[src/rtl/data_path_pkg.sv]
// Shared types and constants for the serial-channel transmit data path.
//   state_t      : controller state (UNLINKED, IDLE, BUSY)
//   cmd_t        : latched command being transmitted
//   P_*          : (bitt1,bitt2) wire patterns for one slot
//   slot_count   : number of slots a command occupies (1 or 2)
//   slot_pattern : wire pattern for a given command and slot index
package data_path_pkg;

    typedef enum logic [1:0] {UNLINKED, IDLE, BUSY} state_t;

    localparam logic [1:0] P_ZERO = 2'b10;
    localparam logic [1:0] P_ONE  = 2'b01;
    localparam logic [1:0] P_FLAG = 2'b11;

    typedef enum logic [2:0] {CMD_FS, CMD_FD, CMD_FE, CMD_0, CMD_1} cmd_t;

    function automatic logic [1:0] slot_count(input cmd_t c);
        case (c)
            CMD_FS, CMD_FD, CMD_FE: return 2'd2;
            default:                return 2'd1;
        endcase
    endfunction

    // Frame symbols open with a flag slot; the second slot tells them apart.
    function automatic logic [1:0] slot_pattern(input cmd_t c, input logic slot);
        if (!slot) begin
            case (c)
                CMD_0:   return P_ZERO;
                CMD_1:   return P_ONE;
                default: return P_FLAG;
            endcase
        end else begin
            case (c)
                CMD_FS:  return P_ZERO;
                CMD_FD:  return P_ONE;
                default: return P_FLAG;
            endcase
        end
    endfunction

endpackage

[src/rtl/data_path_slot_timer.sv]
// Slot timer: one slot is SYM_CYCLES of drive followed by GAP_CYCLES of gap.
// Ports:
//   clk, rst_n   : clock, synchronous active-low reset
//   start        : (re)load the timer for a fresh slot
//   abort        : clear the timer
//   drive_phase  : high while the slot pattern should be driven
//   slot_done    : high in the last cycle of the slot
module data_path_slot_timer #(
    parameter int SYM_CYCLES = 4,
    parameter int GAP_CYCLES = 4
) (
    input  logic clk,
    input  logic rst_n,
    input  logic start,
    input  logic abort,
    output logic drive_phase,
    output logic slot_done
);
    localparam int TOTAL = SYM_CYCLES + GAP_CYCLES;
    localparam int CW    = $clog2(TOTAL + 1);

    logic [CW-1:0] cnt;

    // Down-counter; zero means idle. Start wins over the terminal count so a
    // following slot can begin without a dead cycle.
    always_ff @(posedge clk) begin
        if (!rst_n || abort) begin
            cnt <= '0;
        end else if (start) begin
            cnt <= CW'(TOTAL);
        end else if (cnt != '0) begin
            cnt <= cnt - 1'b1;
        end
    end

    assign drive_phase = (cnt > CW'(GAP_CYCLES));
    assign slot_done   = (cnt == CW'(1));

endmodule

[src/rtl/data_path.sv]
// Transmit data path of a two-wire return-to-zero serial channel. Turns
// single-cycle command pulses into timed symbol patterns on bitt1/bitt2 and
// pulses ackt once a symbol has been completely sent.
// Ports:
//   clk, rst_n              : clock, synchronous active-low reset
//   X0                      : link init / abort
//   Fs, Fd, Fe, nought, one : symbol requests (priority in that order)
//   ackt                    : one-cycle symbol-complete pulse
//   bitt1, bitt2            : registered channel wires
//
// state    | meaning
// UNLINKED | after reset; only X0 is honoured
// IDLE     | linked, waiting for a command
// BUSY     | sending the latched command slot by slot
module data_path
    import data_path_pkg::*;
#(
    parameter int SYM_CYCLES = 4,
    parameter int GAP_CYCLES = 4
) (
    input  logic clk,
    input  logic rst_n,
    input  logic X0,
    input  logic Fs,
    input  logic Fd,
    input  logic Fe,
    input  logic nought,
    input  logic one,
    output logic ackt,
    output logic bitt1,
    output logic bitt2
);
    state_t     state, state_nxt;
    cmd_t       cmd_q, cmd_nxt, req_cmd;
    logic       req_valid;
    logic       slot_idx, slot_nxt;
    logic       last_q, last_nxt;
    logic       ackt_nxt;
    logic [1:0] wire_nxt;
    logic       tmr_start, tmr_abort, drive_phase, slot_done;

    always_comb begin
        req_valid = 1'b1;
        req_cmd   = CMD_FS;
        if (Fs)          req_cmd = CMD_FS;
        else if (Fd)     req_cmd = CMD_FD;
        else if (Fe)     req_cmd = CMD_FE;
        else if (nought) req_cmd = CMD_0;
        else if (one)    req_cmd = CMD_1;
        else             req_valid = 1'b0;
    end

    data_path_slot_timer #(
        .SYM_CYCLES(SYM_CYCLES),
        .GAP_CYCLES(GAP_CYCLES)
    ) u_timer (
        .clk        (clk),
        .rst_n      (rst_n),
        .start      (tmr_start),
        .abort      (tmr_abort),
        .drive_phase(drive_phase),
        .slot_done  (slot_done)
    );

    always_comb begin
        state_nxt = state;
        cmd_nxt   = cmd_q;
        slot_nxt  = slot_idx;
        last_nxt  = 1'b0;
        ackt_nxt  = 1'b0;
        wire_nxt  = 2'b00;
        tmr_start = 1'b0;
        tmr_abort = 1'b0;
        case (state)
            UNLINKED: begin
                if (X0) state_nxt = IDLE;
            end
            IDLE: begin
                if (X0) begin
                    tmr_abort = 1'b1;
                end else if (req_valid) begin
                    state_nxt = BUSY;
                    cmd_nxt   = req_cmd;
                    slot_nxt  = 1'b0;
                    tmr_start = 1'b1;
                end
            end
            BUSY: begin
                if (X0) begin
                    state_nxt = IDLE;
                    tmr_abort = 1'b1;
                end else if (last_q) begin
                    // Wires trail the timer by one register, so the ack
                    // waits one cycle past the final slot_done.
                    state_nxt = IDLE;
                    ackt_nxt  = 1'b1;
                end else begin
                    if (drive_phase) wire_nxt = slot_pattern(cmd_q, slot_idx);
                    if (slot_done) begin
                        if (!slot_idx && slot_count(cmd_q) == 2'd2) begin
                            slot_nxt  = 1'b1;
                            tmr_start = 1'b1;
                        end else begin
                            last_nxt = 1'b1;
                        end
                    end
                end
            end
            default: state_nxt = UNLINKED;
        endcase
    end

    always_ff @(posedge clk) begin
        if (!rst_n) begin
            state    <= UNLINKED;
            cmd_q    <= CMD_FS;
            slot_idx <= 1'b0;
            last_q   <= 1'b0;
            ackt     <= 1'b0;
            bitt1    <= 1'b0;
            bitt2    <= 1'b0;
        end else begin
            state    <= state_nxt;
            cmd_q    <= cmd_nxt;
            slot_idx <= slot_nxt;
            last_q   <= last_nxt;
            ackt     <= ackt_nxt;
            bitt1    <= wire_nxt[1];
            bitt2    <= wire_nxt[0];
        end
    end

endmodule

[config.mk]
export PLATFORM = sky130hd
export DESIGN_NAME = data_path
export DESIGN_NICKNAME = d
export VERILOG_FILES = /design/src/rtl/data_path_pkg.sv /design/src/rtl/data_path_slot_timer.sv /design/src/rtl/data_path.sv
export SDC_FILE = /design/constraint.sdc
export NUM_CORES = 1
export LEC_CHECK = 0
export CAP_MARGIN = 5
export CELL_PAD_IN_SITES_DETAIL_PLACEMENT = 1
export CELL_PAD_IN_SITES_GLOBAL_PLACEMENT = 2
export CORE_ASPECT_RATIO = 2
export CORE_MARGIN = 2
export CORE_UTILIZATION = 32
export DETAILED_ROUTE_END_ITERATION = 16
export GPL_ROUTABILITY_DRIVEN = 0
export HOLD_SLACK_MARGIN = 0.08
export PLACE_DENSITY = 0.81
export SLEW_MARGIN = 20
export SYNTH_ARGS = -nofsm -noshare
export SYNTH_HDL_FRONTEND = slang
export SYNTH_HIERARCHICAL = 1
export SYNTH_SLANG_ARGS = --single-unit
[constraint.sdc]
create_clock -name clk -period 2 [get_ports clk]
set_input_delay 0.2 -clock clk [delete_from_list [all_inputs] [get_ports clk]]
set_output_delay 0.2 -clock clk [all_outputs]
set_load 0.005 [all_outputs]
## Word level (Yosys, flattened, before mapping)

Index checks and enable logic that the tools add are counted.

- Output and inout port bits: 3
- Memories kept: 0
- RAM bits: 0
- Latch bits: 0
- Register bits after elaboration: 14
- Memory bits (read-only): 0
- Logic and storage cells: 94

- Bitwise operators: 5
- Mux-type cells: 44
- Shifts and indexed selects: 0
- Equality and inequality tests: 16
- $lt $le $gt $ge: 1
- Reduce and logical (&&, ||, !) cells: 18
- $mul: 0
- Add/sub/neg operators: 1
- Divide/modulo/power cells: 0

Operators by type and width:

| kind | number |
|---|---|
| $mux W2 | 11 |
| $mux W1 | 21 |
| $mux W3 | 5 |
| $ne A2 B2 Y1 const B | 7 |
| $reduce_or A5 Y1 | 2 |
| $mux W4 | 2 |
| $pmux W2 S2 | 2 |
| $reduce_and A7 Y1 | 1 |
| $eq A3 B2 Y1 const B | 2 |
| $pmux W2 S3 | 1 |
| $reduce_or A3 Y1 | 2 |
| $not A1 Y1 | 5 |
| $eq A2 B2 Y1 const B | 2 |
| $eq A4 B1 Y1 const B | 1 |
| $gt A4 B3 Y1 const B | 1 |
| $pmux W1 S2 | 2 |
| $reduce_and A4 Y1 | 1 |
| $reduce_bool A2 Y1 | 2 |
| $reduce_bool A4 Y1 | 1 |
| $reduce_or A2 Y1 | 2 |
| $sub A4 B1 Y4 const B | 1 |
| $eq A3 B1 Y1 const B | 1 |
| $eq A3 B3 Y1 const B | 1 |
| $logic_not A3 Y1 | 1 |
| other kinds (7) | 8 |

## Longest topological paths before layout

- Word-level depth: 15
- Depth in mapped cells: 8

## Hierarchy

The synthesis kept the hierarchy.

Modules (own cells, without submodules):

| module | area each (um2) | instances | seq. area each (um2) | cells an instance |
|---|---|---|---|---|
| data_path | 580.6 | 1 | 200.2 | 65 |
| data_path_slot_timer | 251.5 | 1 | 80.1 | 28 |

## Worst setup path before layout

OpenSTA, ideal clock, no wires.

- Path type: flip-flop to flip-flop
- Start: reg u_timer.cnt[0]
- End: reg u_timer.cnt[3]
- Arrival time: 1630 ps
- Library setup time: 112 ps
- Setup slack: 258 ps
- Clock period less this slack: 1742 ps
- Required time: 1888 ps
- Cell stages (with the launch flop): 8
- Cells stage by stage: dfxtp_1 ha_1 nor3b_1 nor2b_1 nand4b_1 a21boi_0 nor2_1 a2111oi_1

- Longest elaborated chain between the ends: 6
- Elaborated cells between the ends (all ways): 10

RTL lines:

| what | line | RTL |
|---|---|---|
| start: declaration | data_path_slot_timer.sv:22 | `logic [CW-1:0] cnt;` |
| start signal: assignment | data_path_slot_timer.sv:30 | `cnt <= CW'(TOTAL);` |
| start signal: assignment | data_path_slot_timer.sv:32 | `cnt <= cnt - 1'b1;` |
| $eq A4 B1 Y1 * | data_path_slot_timer.sv:37 | `assign slot_done = (cnt == CW'(1));` |
| named net slot_done | data_path.sv:40 | `logic tmr_start, tmr_abort, drive_phase, slot_done;` |
| $mux W1 * | data_path.sv:99 | `if (slot_done) begin` |
| $mux W1 * | data_path.sv:92 | `end else if (last_q) begin` |
| $mux W1 * | data_path.sv:89 | `if (X0) begin` |
| $pmux W1 S2 * | data_path.sv:74 | `case (state)` |
| named net tmr_start | data_path.sv:40 |  |
| $mux W4 / $reduce_bool A2 Y1 (equally long branches) | - |  |

Mark *: on every way through the listed nets, which the timed path passes. The rest lies on a longest branch. The select of a mux whose other input is x is not followed.
A chain may end at the register's enable or synchronous reset.

## Final worst setup path

- Start: reg u_timer.cnt[1]
- End: reg u_timer.cnt[3]

Same word-level chain as after synthesis.

==> out/summary.md <==
The measured slew at the worst slew-check pin is 0.280 ns. The critical path is of the flop to flop type. IR analysis of the VDD net gives a maximum drop of 0.565 mV. Total number of placement rows: 26. In this run the critical register-to-register path is captured at u_timer/cnt[3].

In this run the most critical hold path is launched from state[0]. The run gives 0 as the number of endpoints failing setup at the final stage. For this configuration, the core starts out at a cell density of 33.2%.

The tools report the global-route wire length before repair as 3470 um. The sequential cells in the finished layout cover a total of 282 um2. Input and output buffers added on the ports amount to 10.

The cell chosen for the clock root was sky130_fd_sc_hd__clkbuf_8. The clock-pin slew on the worst setup and hold paths is 0.06 ns, and the number of max-slew violations in the final report is 0. The Yosys step of the flow raised 6 warnings. No sink is reached through more buffers than the 2 on the longest clock path. The total length of routed wires was 1900 um; the largest net degree at the start of global routing was 9.

The clock network accounts for 24.6% of the total power. The run gives 4 as the first-pass iteration count of the detailed router. The fraction of registers with async set/reset works out to 0%. The logs give 141 for the final standard cell count with taps included and fillers excluded and 34.3% for the sequential power share. The flop and latch count out of synthesis was 14; the combinational group share of total power was 41.1%. The via count is 746.

The worst setup path is captured at a flop. The power density over the cells was 1040 nW/um2. Clock latency on the worst-skew pair, taken at its later pin, is 0.25 ns. The static leakage is 0.433 nW. Startpoint type of the worst setup path: a flop. For the final routed database, the setup TNS stands at 0 ns. The via count of the first global-routing pass is 803. The hold violation total from the final report was 0; the overall routing resource usage was 15.8%. The number of hold buffers added after CTS was 0. In this run, placement finished with an instance count of 137.

The logs give 0 for the max capacitance violation total and 4 for the number of DRC markers in iteration 0. After layout, the worst path uses 91.2% of the clock period. Gate count of the mapped netlist: 93. The initial antenna violation count was 0; the worst setup margin was 0.177 ns. Relative to the synthesized area, the layout overhead comes to 29.5%. The sequential share of the synthesized area is 33.7%, and the number of nets in the layout is 129. The multi-input combinational cells in the finished layout cover a total of 515 um2. Across the routed clock network, the largest skew measured is 0.00290 ns. The number of different library cells used by synthesis comes to 37.

Fill cells in the final layout number 299. The end of the worst hold path was state[0]. In the post-synthesis netlist, the biggest area contributors are sky130_fd_sc_hd__dfxtp_1 34%, sky130_fd_sc_hd__ha_1 11%, sky130_fd_sc_hd__inv_1 5.4%.

The horizontal die dimension works out to 40.1 um. For the reported net switching power, the log shows 387 uW. Half-perimeter wire length after detailed placement: 1630 um.

The class of the worst hold path is flop to flop. Counting cells, the worst reg-to-reg path comes to 8. Most common flop cell mapped by yosys: sky130_fd_sc_hd__dfxtp_1. In this run switching power makes up 34.5% of total power. The worst register-to-register path begins at u_timer/cnt[1]. The post-route netlist has 22.1% of its cells at a drive strength greater than 1. Based on the critical path, the design can be clocked at up to 548 MHz. The biggest area contributor in the post-synthesis netlist is sky130_fd_sc_hd__dfxtp_1. In the routed design, unresolved DRC markers number 0.

For the full die area, the log shows 3050 um2. The worst hold path was traced through 2 stages. The region available for standard cell placement spans 2500 um2.

Data arrives at the worst endpoint at 1.96 ns. Setup slack on the worst reg-to-reg path comes out at 0.18 ns. The flow ran to the end, and the final reports show no timing, DRC or antenna violations. After global routing the overflow that remains totals 0.

Prior to clock tree synthesis, the placed netlist has a worst setup slack of -0.0151 ns. The average cell area after synthesis is 8.95 um2, and the worst slew margin relative to its limit is 81.3%. Measured along the y axis, the die boundary spans 76.1 um.

The top fanout value on the critical path was 3. The number of CTS-inserted buffers was 3; the shortest clock period the worst path allows after layout was 1.82 ns. The mean number of vias per cell was 5.29.

For the total power, the log shows 1.12 mW. Cell internal power was estimated by the tool at 736 uW. The clock net in this run drives a total of 14 sinks. The number of enable flip-flop cells after synthesis works out to 0. The area share of the leading cell type in the synthesized netlist is 33.7%, and the synthesized net count is 108. The H-tree level count is 1, and the number of diodes added for antenna fixing is 0.

The run gives 2.14 ns as the required time of the critical path. The logs give 0 for the post-detailed-route count of antenna-violating nets and 11 for the number of top-level pins. In the final routed layout, each cell accounts on average for 13.5 um. TritonCTS built the clock tree. For the cell area after synthesis, the log shows 832 um2.
registers in the layout, indices dropped and copies added (netlist names):
register	flops
u_timer/cnt	4
cmd_q	3
state	2
ackt	1
bitt1	1
bitt2	1
last_q	1
slot_idx	1
power by group through the flow:
stage,registers [mW],logic [mW],clock network (mW)
after CTS,0.386,0.452,0.285
after global routing,0.397,0.526,0.293
after global placement,0.390,0.435,0
after floorplan,0.377,0.323,0
after detailed placement,0.393,0.446,0
final,0.386,0.462,0.276
timing repair:
action | 4_1_cts | 5_1_grt
buffers inserted | 0 | 0
hold endpoints to repair | 0 | 0
endpoints found under the setup margin | 1 | 1
resized for setup | 1 | 3
cloned | 0 | 0
through the flow:
stage	hold slack [ns]	util (%)	instance area (um2)
floorplan	0.303	-	832
global placement	0.492	40.4	1010
detailed placement	0.507	40.4	1010
CTS	0.513	42.6	1070
global route	0.549	43.0	1080
finish	0.508	43.0	1080
cell usage after synthesis, drive strengths merged (2+ instances only):
cell type	instances
nand2	2
nor3	2
a21o	2
ha	7
dfxtp	14
and2	3
mux2i	2
nand2b	2
nand3b	2
a211oi	2
a21oi	8
nand3	2
inv	12
o21ai	2
nor2	10
nor4	2
nor3b	2
or3	4
placed cells by master, fill, tap and decap left out, drive strengths merged, types with 3 or more instances in the layout:
master / instances
inv: 12
clkdlybuf4s50: 10
or3: 4
ha: 7
buf: 6
a21oi: 8
clkbuf: 4
nor2: 10
and2: 3
dfxtp: 14
routing by layer:
metal | vias to the layer above | part of all wire [%] | wire length [um] | global-route usage, %
met5 | - | 0 | 0 | 0
met4 | 0 | 1.7 | 32 | 6.21
met3 | 4 | 2.0 | 38 | 0.875
met2 | 15 | 62 | 1180 | 30.0
met1 | 364 | 34 | 649 | 15.6
li1 | 363 | - | - | -
layout make-up:
type,instances,area share [%]
clock buffers,4,5.11
well taps,28,3.25
flip-flops and latches,14,26.1
repair buffers,16,13.5
inverters,12,4.18
multi-input cells,67,47.9
kinds of logic (layout without fill, tap and decap cells):
kind of cell	Yosys count	in the layout	synth area share [%]
buffers and inverters	12	32	5.41
and+or+nand+nor	36	36	28.0
muxes	2	2	2.41
AOI/OAI and AO/OA	21	21	18.9
DFF	14	14	33.7
adders and majority gates	7	7	10.5
xor gates and xnor gates	1	1	1.05
critical path, cell delays in order (launching register included):
cell and delay [ns]:
sky130_fd_sc_hd__dfxtp_1 0.33, sky130_fd_sc_hd__inv_1 0.10, sky130_fd_sc_hd__ha_1 0.14, sky130_fd_sc_hd__nor3b_1 0.15, sky130_fd_sc_hd__nor2b_1 0.19, sky130_fd_sc_hd__nand4b_1 0.14
sky130_fd_sc_hd__a21boi_2 0.21, sky130_fd_sc_hd__nor2_1 0.09, sky130_fd_sc_hd__a2111oi_2 0.37
how the worst max path moves through the flow:
stage          slack, ns      startpoint              to
6_report            0.18  u_timer/cnt[1]  u_timer/cnt[3]
5_1_grt           -0.003  u_timer/cnt[1]  u_timer/cnt[3]
4_1_cts             0.04  u_timer/cnt[0]  u_timer/cnt[3]
3_5_place_dp       -0.02  u_timer/cnt[0]  u_timer/cnt[3]
3_3_place_gp        0.02  u_timer/cnt[0]  u_timer/cnt[3]
2_1_floorplan       0.26  u_timer/cnt[0]  u_timer/cnt[3]
Power figures use the tool's default switching activity.
